==> config.mk <==
export PLATFORM = sky130hd
export DESIGN_NAME = cmp_stream_tracker
export DESIGN_NICKNAME = d
export VERILOG_FILES = /design/src/rtl/cmp_pkg.sv /design/src/rtl/cmp_core.sv /design/src/rtl/cmp_stream_tracker.sv
export SDC_FILE = /design/constraint.sdc
export NUM_CORES = 1
export LEC_CHECK = 0
export ABC_AREA = 1
export CORE_ASPECT_RATIO = 0.75
export CORE_MARGIN = 8
export CORE_UTILIZATION = 50
export DETAILED_ROUTE_END_ITERATION = 16
export PLACE_DENSITY_LB_ADDON = 0.25
export SLEW_MARGIN = 10
export SYNTH_ARGS = -nofsm -noshare
export SYNTH_HDL_FRONTEND = slang
export SYNTH_HIERARCHICAL = 1
export SYNTH_SLANG_ARGS = --single-unit
==> constraint.sdc <==
create_clock -name clk -period 4.07 [get_ports clk]
set_clock_uncertainty 0.15 [all_clocks]
set_input_delay 1.221 -clock clk [delete_from_list [all_inputs] [get_ports clk]]
set_output_delay 1.221 -clock clk [all_outputs]
set_load 0.01 [all_outputs]
==> src/rtl/cmp_pkg.sv <==
// Shared types for the comparison stream tracker.
// The tracker state encodings are exposed on a 2-bit port, so the enum is
// built from fixed encodings rather than left to the tool.
package cmp_pkg;

  localparam logic [1:0] ST_IDLE  = 2'd0;
  localparam logic [1:0] ST_COUNT = 2'd1;
  localparam logic [1:0] ST_SAT   = 2'd2;

  typedef enum logic [1:0] {
    IDLE  = ST_IDLE,
    COUNT = ST_COUNT,
    SAT   = ST_SAT
  } state_t;

endpackage

==> src/rtl/cmp_core.sv <==
// Unsigned magnitude comparator producing one-hot equal/greater/less flags.
// Ports:
//   a, b : WIDTH-bit unsigned operands
//   e    : a == b
//   g    : a >  b
//   l    : a <  b
module cmp_core #(
  parameter int unsigned WIDTH = 4
) (
  input  logic [WIDTH-1:0] a,
  input  logic [WIDTH-1:0] b,
  output logic             e,
  output logic             g,
  output logic             l
);

  always_comb begin
    e = (a == b);
    g = (a > b);
    l = (a < b);
  end

endmodule

==> src/rtl/cmp_stream_tracker.sv <==
// Registered, valid/ready comparison stage with statistics on consumed results.
// Ports:
//   clk, rst              : clock, synchronous active-high reset
//   in_valid/in_ready     : operand handshake; in_a, in_b are the operands
//   out_valid/out_ready   : result handshake; out_e/out_g/out_l one-hot flags
//   clr                   : synchronous clear of statistics only
//   cnt_e/cnt_g/cnt_l     : saturating counts of consumed e/g/l results
//   alarm                 : sticky, STREAK consecutive consumed g results
//   state                 : 0 IDLE, 1 COUNT, 2 SAT
module cmp_stream_tracker
  import cmp_pkg::*;
#(
  parameter int unsigned WIDTH  = 4,
  parameter int unsigned CNT_W  = 8,
  parameter int unsigned STREAK = 3
) (
  input  logic             clk,
  input  logic             rst,
  input  logic             in_valid,
  output logic             in_ready,
  input  logic [WIDTH-1:0] in_a,
  input  logic [WIDTH-1:0] in_b,
  output logic             out_valid,
  input  logic             out_ready,
  output logic             out_e,
  output logic             out_g,
  output logic             out_l,
  input  logic             clr,
  output logic [CNT_W-1:0] cnt_e,
  output logic [CNT_W-1:0] cnt_g,
  output logic [CNT_W-1:0] cnt_l,
  output logic             alarm,
  output logic [1:0]       state
);

  localparam logic [CNT_W-1:0] CNT_MAX  = '1;
  localparam logic [CNT_W-1:0] STREAK_V = CNT_W'(STREAK);
  localparam logic [CNT_W-1:0] ONE      = CNT_W'(1);

  logic             valid_q;
  logic             e_q, g_q, l_q;
  logic             core_e, core_g, core_l;
  logic             in_xfer, out_xfer, count_en;

  logic [CNT_W-1:0] cnt_e_q, cnt_g_q, cnt_l_q, streak_q;
  logic [CNT_W-1:0] cnt_e_nxt, cnt_g_nxt, cnt_l_nxt, streak_nxt;
  logic             alarm_q, alarm_nxt;
  state_t           state_q, state_nxt;

  cmp_core #(.WIDTH(WIDTH)) u_core (
    .a (in_a),
    .b (in_b),
    .e (core_e),
    .g (core_g),
    .l (core_l)
  );

  // Ready passes through when the held result drains this cycle.
  assign in_ready = !rst && (!valid_q || out_ready);
  assign in_xfer  = in_valid && in_ready;
  assign out_xfer = valid_q && out_ready;
  // clr takes priority over counting a result consumed in the same cycle.
  assign count_en = out_xfer && !clr;

  always_ff @(posedge clk) begin
    if (rst) begin
      valid_q <= 1'b0;
      e_q     <= 1'b0;
      g_q     <= 1'b0;
      l_q     <= 1'b0;
    end else if (in_xfer) begin
      valid_q <= 1'b1;
      e_q     <= core_e;
      g_q     <= core_g;
      l_q     <= core_l;
    end else if (out_xfer) begin
      valid_q <= 1'b0;
    end
  end

  always_comb begin
    cnt_e_nxt  = cnt_e_q;
    cnt_g_nxt  = cnt_g_q;
    cnt_l_nxt  = cnt_l_q;
    streak_nxt = streak_q;
    alarm_nxt  = alarm_q;
    state_nxt  = state_q;
    if (clr) begin
      cnt_e_nxt  = '0;
      cnt_g_nxt  = '0;
      cnt_l_nxt  = '0;
      streak_nxt = '0;
      alarm_nxt  = 1'b0;
      state_nxt  = IDLE;
    end else if (count_en) begin
      if (e_q && cnt_e_q != CNT_MAX) cnt_e_nxt = cnt_e_q + ONE;
      if (g_q && cnt_g_q != CNT_MAX) cnt_g_nxt = cnt_g_q + ONE;
      if (l_q && cnt_l_q != CNT_MAX) cnt_l_nxt = cnt_l_q + ONE;

      if (g_q) begin
        if (streak_q != CNT_MAX) streak_nxt = streak_q + ONE;
      end else begin
        streak_nxt = '0;
      end
      if (streak_nxt == STREAK_V) alarm_nxt = 1'b1;

      // Saturation is judged on the post-update counts so a single update
      // can move straight into SAT.
      if (cnt_e_nxt == CNT_MAX || cnt_g_nxt == CNT_MAX || cnt_l_nxt == CNT_MAX)
        state_nxt = SAT;
      else if (state_q == IDLE)
        state_nxt = COUNT;
    end
  end

  always_ff @(posedge clk) begin
    if (rst) begin
      cnt_e_q  <= '0;
      cnt_g_q  <= '0;
      cnt_l_q  <= '0;
      streak_q <= '0;
      alarm_q  <= 1'b0;
      state_q  <= IDLE;
    end else begin
      cnt_e_q  <= cnt_e_nxt;
      cnt_g_q  <= cnt_g_nxt;
      cnt_l_q  <= cnt_l_nxt;
      streak_q <= streak_nxt;
      alarm_q  <= alarm_nxt;
      state_q  <= state_nxt;
    end
  end

  assign out_valid = valid_q;
  assign out_e     = e_q;
  assign out_g     = g_q;
  assign out_l     = l_q;
  assign cnt_e     = cnt_e_q;
  assign cnt_g     = cnt_g_q;
  assign cnt_l     = cnt_l_q;
  assign alarm     = alarm_q;
  assign state     = state_q;

endmodule

# [Yosys cells after proc, flatten, opt, wreduce, memory -nomap -nowiden]
# Index checks and enable logic that the tools add are counted.
[word_totals] rom_bits=0 output_inout_bits=32 ramBits=0 latchBits=0 memories=0 elab_cells=61 register_bits=39
[classes] muxes=17 n_bitwise=0 n_mul=0 magnitude_cmp=2 n_div=0 n_shift=0 n_addsub=4 n_reduce_logical=19 n_eq_ne=9
[ops] op="$mux 8" n=13
[ops] op="$add 8x1->8 const B" n=4
[ops] op="$ne 8x8->1 const B" n=4
[ops] op="$eq 8x8->1 const B" n=3
[ops] op="$eq 8x2->1 const B" n=1
[ops] op="$logic_and 1x1->1" n=7
[ops] op="$eq 4x4->1" n=1
[ops] op="$gt 4x4->1" n=1
[ops] op="$lt 4x4->1" n=1
[ops] op="$mux 2" n=2
[ops] op="$reduce_and 2->1" n=2
[ops] op="$reduce_bool 2->1" n=2
[ops] op="$logic_not 1->1" n=3
[ops] op="$logic_or 1x1->1" n=3
[ops] op="$logic_not 2->1" n=1
[ops] op="$mux 1" n=2
[ops] op="$reduce_or 2->1" n=1

# [Depth between registers and ports, before layout]
[depth] word_depth=10 ltp_mapped=15 depth_no_buf=14

# [Modules after synthesis]
# The synthesis kept the hierarchy.
[by_module_without_submodules] mod="cmp_stream_tracker" cells_each=393 area_per_inst_um2=2437.3 seq_area_each_um2=780.7 instances=1
[by_module_without_submodules] mod="cmp_core" cells_each=20 area_per_inst_um2=115.1 seq_area_each_um2=0.0 instances=1

# [Worst setup path after synthesis]
# OpenSTA, ideal clock, no wires.
[synth_path] path_type="in2out" start="input out_ready" end="output in_ready" setup_slack_ns=1.245 stages=2 n_path_buf=0 required_time_ns=2.699 arrival_time_ns=1.454 cell_sequence="nor2_1 -> nor2_1"
[synth_via] elab_chain_len=2
[synth_lines] element="from (decl)" line="cmp_stream_tracker.sv:24" source="input logic out_ready,"
[synth_lines] element="$logic_or 1x1->1" line="cmp_stream_tracker.sv:59" source="assign in_ready = !rst && (!valid_q || out_ready);"
[synth_lines] element="$logic_and 1x1->1" line="cmp_stream_tracker.sv:59"
[synth_lines] element="to (decl)" line="cmp_stream_tracker.sv:20" source="output logic in_ready,"
# No other way between the ends.

# [Worst setup path in the final report]
# Ends and elaborated chain as after synthesis.

==> reports/qor.txt <==
PostCTS Resize Cnt - 0
Status - finished clean
CP endpoint - in_ready
DP HPWL - 4650 um
TritonCTS clock tree - built
Post-synth top area share - 30.6%
Via/cell ratio - 5.28
Final nets - 476
Hold Vio Cnt, Final - 0
Hold depth - 2
GRT Residual Overflow - 0
Crit path from - out_ready
Crit path time final - 3770 ps
Die Span Y - 77.9 um
Critical path buffer and inverter count - 2
Final Power - 877 uW
Leakage - 1.38 nW
Rel. slew slack - 46.6%
WHS - 303 ps
Num CTS Buffers - 5
Synthesized instance count - 413
Power per cell area - 278 nW/um^2
Clk Latency, worst-skew pair - 290 ps
Gr usage total - 16.7%
Worst ir drop on vdd - 207 uV
Pre-antenna DRT Iters - 4
Slowest CP cell - clkdlybuf4s50_1
Worst Path Required - 2700 ps
Via count - 2,724
Worst R2R Path Depth - 13
First-pass GRT wire length - 10,900 um
Clk slew on worst S/H paths - 80 ps
Clk sink count - 39
Cell count along the critical path - 4
Synth unique cells - 31
Crit-path leading delay family - buffers and inverters
#FFs+latches synth - 39
Crit path DAT - 2400 ps
Final Cycle Share - 92.7%
Max Fclk - 265 MHz
Final setup violation count - 0
Drt drc - 0
Post-CTS Repair Setup Buffers - 0
Commonest cells post-synth - nand2_1, inv_1, dfxtp_1, nand3_1, nor2_1
Max-slew violations - 0
WL final - 6250 um
Mapped Area - 2550 sq um
Setup TNS - 0 ps
Slew @ Worst Pin - 800 ps
Maxcap violations - 0
CP Max Fanout - 3
Setup crit start kind - primary input
Ys Warns - 6
Post-synth top area cell - dfxtp_1
Htree depth - 2
Initial core utilization - 52.1%
Share of cells above drive strength 1 - 7.68%
Dpl cell area - 3030 sq um
DIE AREA - 7670 sq um
R2r setup slk - 1940 ps
Via count of the first global-routing pass - 2,469
Pin count of the biggest net entering global routing - 30
Worst min-delay path class - register to register
Core Area - 4900 sq um
Crit Path Class - primary input to primary output
Antenna cells - 0
Initial antenna violation count - 0
Post-route ant nets - 0
Main synth FF type - dfxtp_1
Std-Cell Rows - 22
Post-route cell area - 3160 sq um
Clock tree root driver cell - clkbuf_8
GPL Wtd Cong - 0.885
CP max stage delay - 550 ps
Top Ports - 45
Synthesized Nets - 434
Clock buffer depth - 2
Avg Cell Area, Syn - 6.18 sq um
Most common cell in the netlist - nand2_1
Unrepaired setup endpoints after global routing - no
FF-to-FF End - state[0]
RR Startpoint - out_g
Async set or reset register ratio after synthesis - 0%
Critical Path Sink Type - primary output
Post-synthesis sequential area ratio - 30.6%
Chip width - 98.5 um
Port buffer count - 44
Synth top area cells - dfxtp_1, nand2_1, inv_1, nand3_1, a21oi_1
DRT iter0 DRCs - 190
Wire per inst - 12.1 um
Layout area overhead - 23.8%
Number of synthesized flops with an enable pin - 0
Hold Buf Count CTS - 0
Crit-path cells - clkdlybuf4s50_1 -> nor2_1 -> nor2_1 -> clkdlybuf4s50_1
placed cells by master (no fill, tap or decap), types with 2 or more instances in the layout:
master	instances
clkdlybuf4s50_1	44
nand4_1	5
o21ai_0	25
nor3_1	3
o31ai_1	3
buf_4	4
nand3b_1	3
ha_1	8
a211oi_1	9
nor2_1	38
inv_1	57
inv_2	7
nor2_2	6
xor2_1	2
a31oi_1	3
nand2_2	8
nand2_1	108
clkbuf_8	5
nand3_1	38
a21oi_1	30
dfxtp_1	39
bufinv_16	2
registers in the layout, indices dropped and copies added (netlist names):
signal	cells
cnt_l	8
out_g	1
state	2
out_valid	1
out_l	1
cnt_g	8
streak_q	8
alarm	1
out_e	1
cnt_e	8
logic make-up after synthesis:
family                   synth area share, %
AO/OA/AOI/OAI                           15.9
AND/OR/NAND/NOR                         36.4
flip-flops                              30.6
XOR/XNOR                                1.03
adder cells (fa/ha/maj)                 3.92
buffers and inverters                   12.2
power by group:
| part | internal, mW | total [mW] | switching (mW) |
|---|---|---|---|
| Combinational | 0.0420 | 0.0898 | 0.0478 |
| Clock | 0.245 | 0.385 | 0.140 |
| Sequential | 0.389 | 0.403 | 0.0134 |
worst min-delay path, stage by stage (launching register included):
cell and delay [ps]:
dfxtp_1 320, inv_1 50, a21oi_1 50
routing by layer:
metal  vias up  part of all wire (%)  global-route usage (%)
li1       1416                     -                       -
met1      1238                    50                    22.0
met2        62                    43                    26.0
met3         8                   6.0                    4.37
met4         0                   1.0                    5.04
met5         -                     0                       0
layout make-up:
type,instances,area (sq um)
fillers,464,1740
multi-input cells,297,1460
flip-flops and latches,39,781
repair buffers,48,470
inverters,64,240
well taps,60,75.1
clock buffers,6,72.6
clock inverters,2,60.1
worst min-delay path by stage:
stage | from | endpoint | slack (ps)
after floorplan | alarm | alarm | 320
after global placement | alarm | alarm | 290
after detailed placement | alarm | alarm | 290
after CTS | alarm | alarm | 310
after global routing | alarm | alarm | 340
final | alarm | alarm | 300
stage by stage:
| stage | worst slack [ps] | instances | utilization, % |
|---|---|---|---|
| finish | 298 | 516 | 64.5 |
| floorplan | 1250 | 413 | - |
| global placement | 323 | 508 | 61.8 |
| detailed placement | 301 | 508 | 61.8 |
| global route | 206 | 516 | 64.5 |
| CTS | 298 | 516 | 64.5 |
Power figures use the tool's default switching activity.
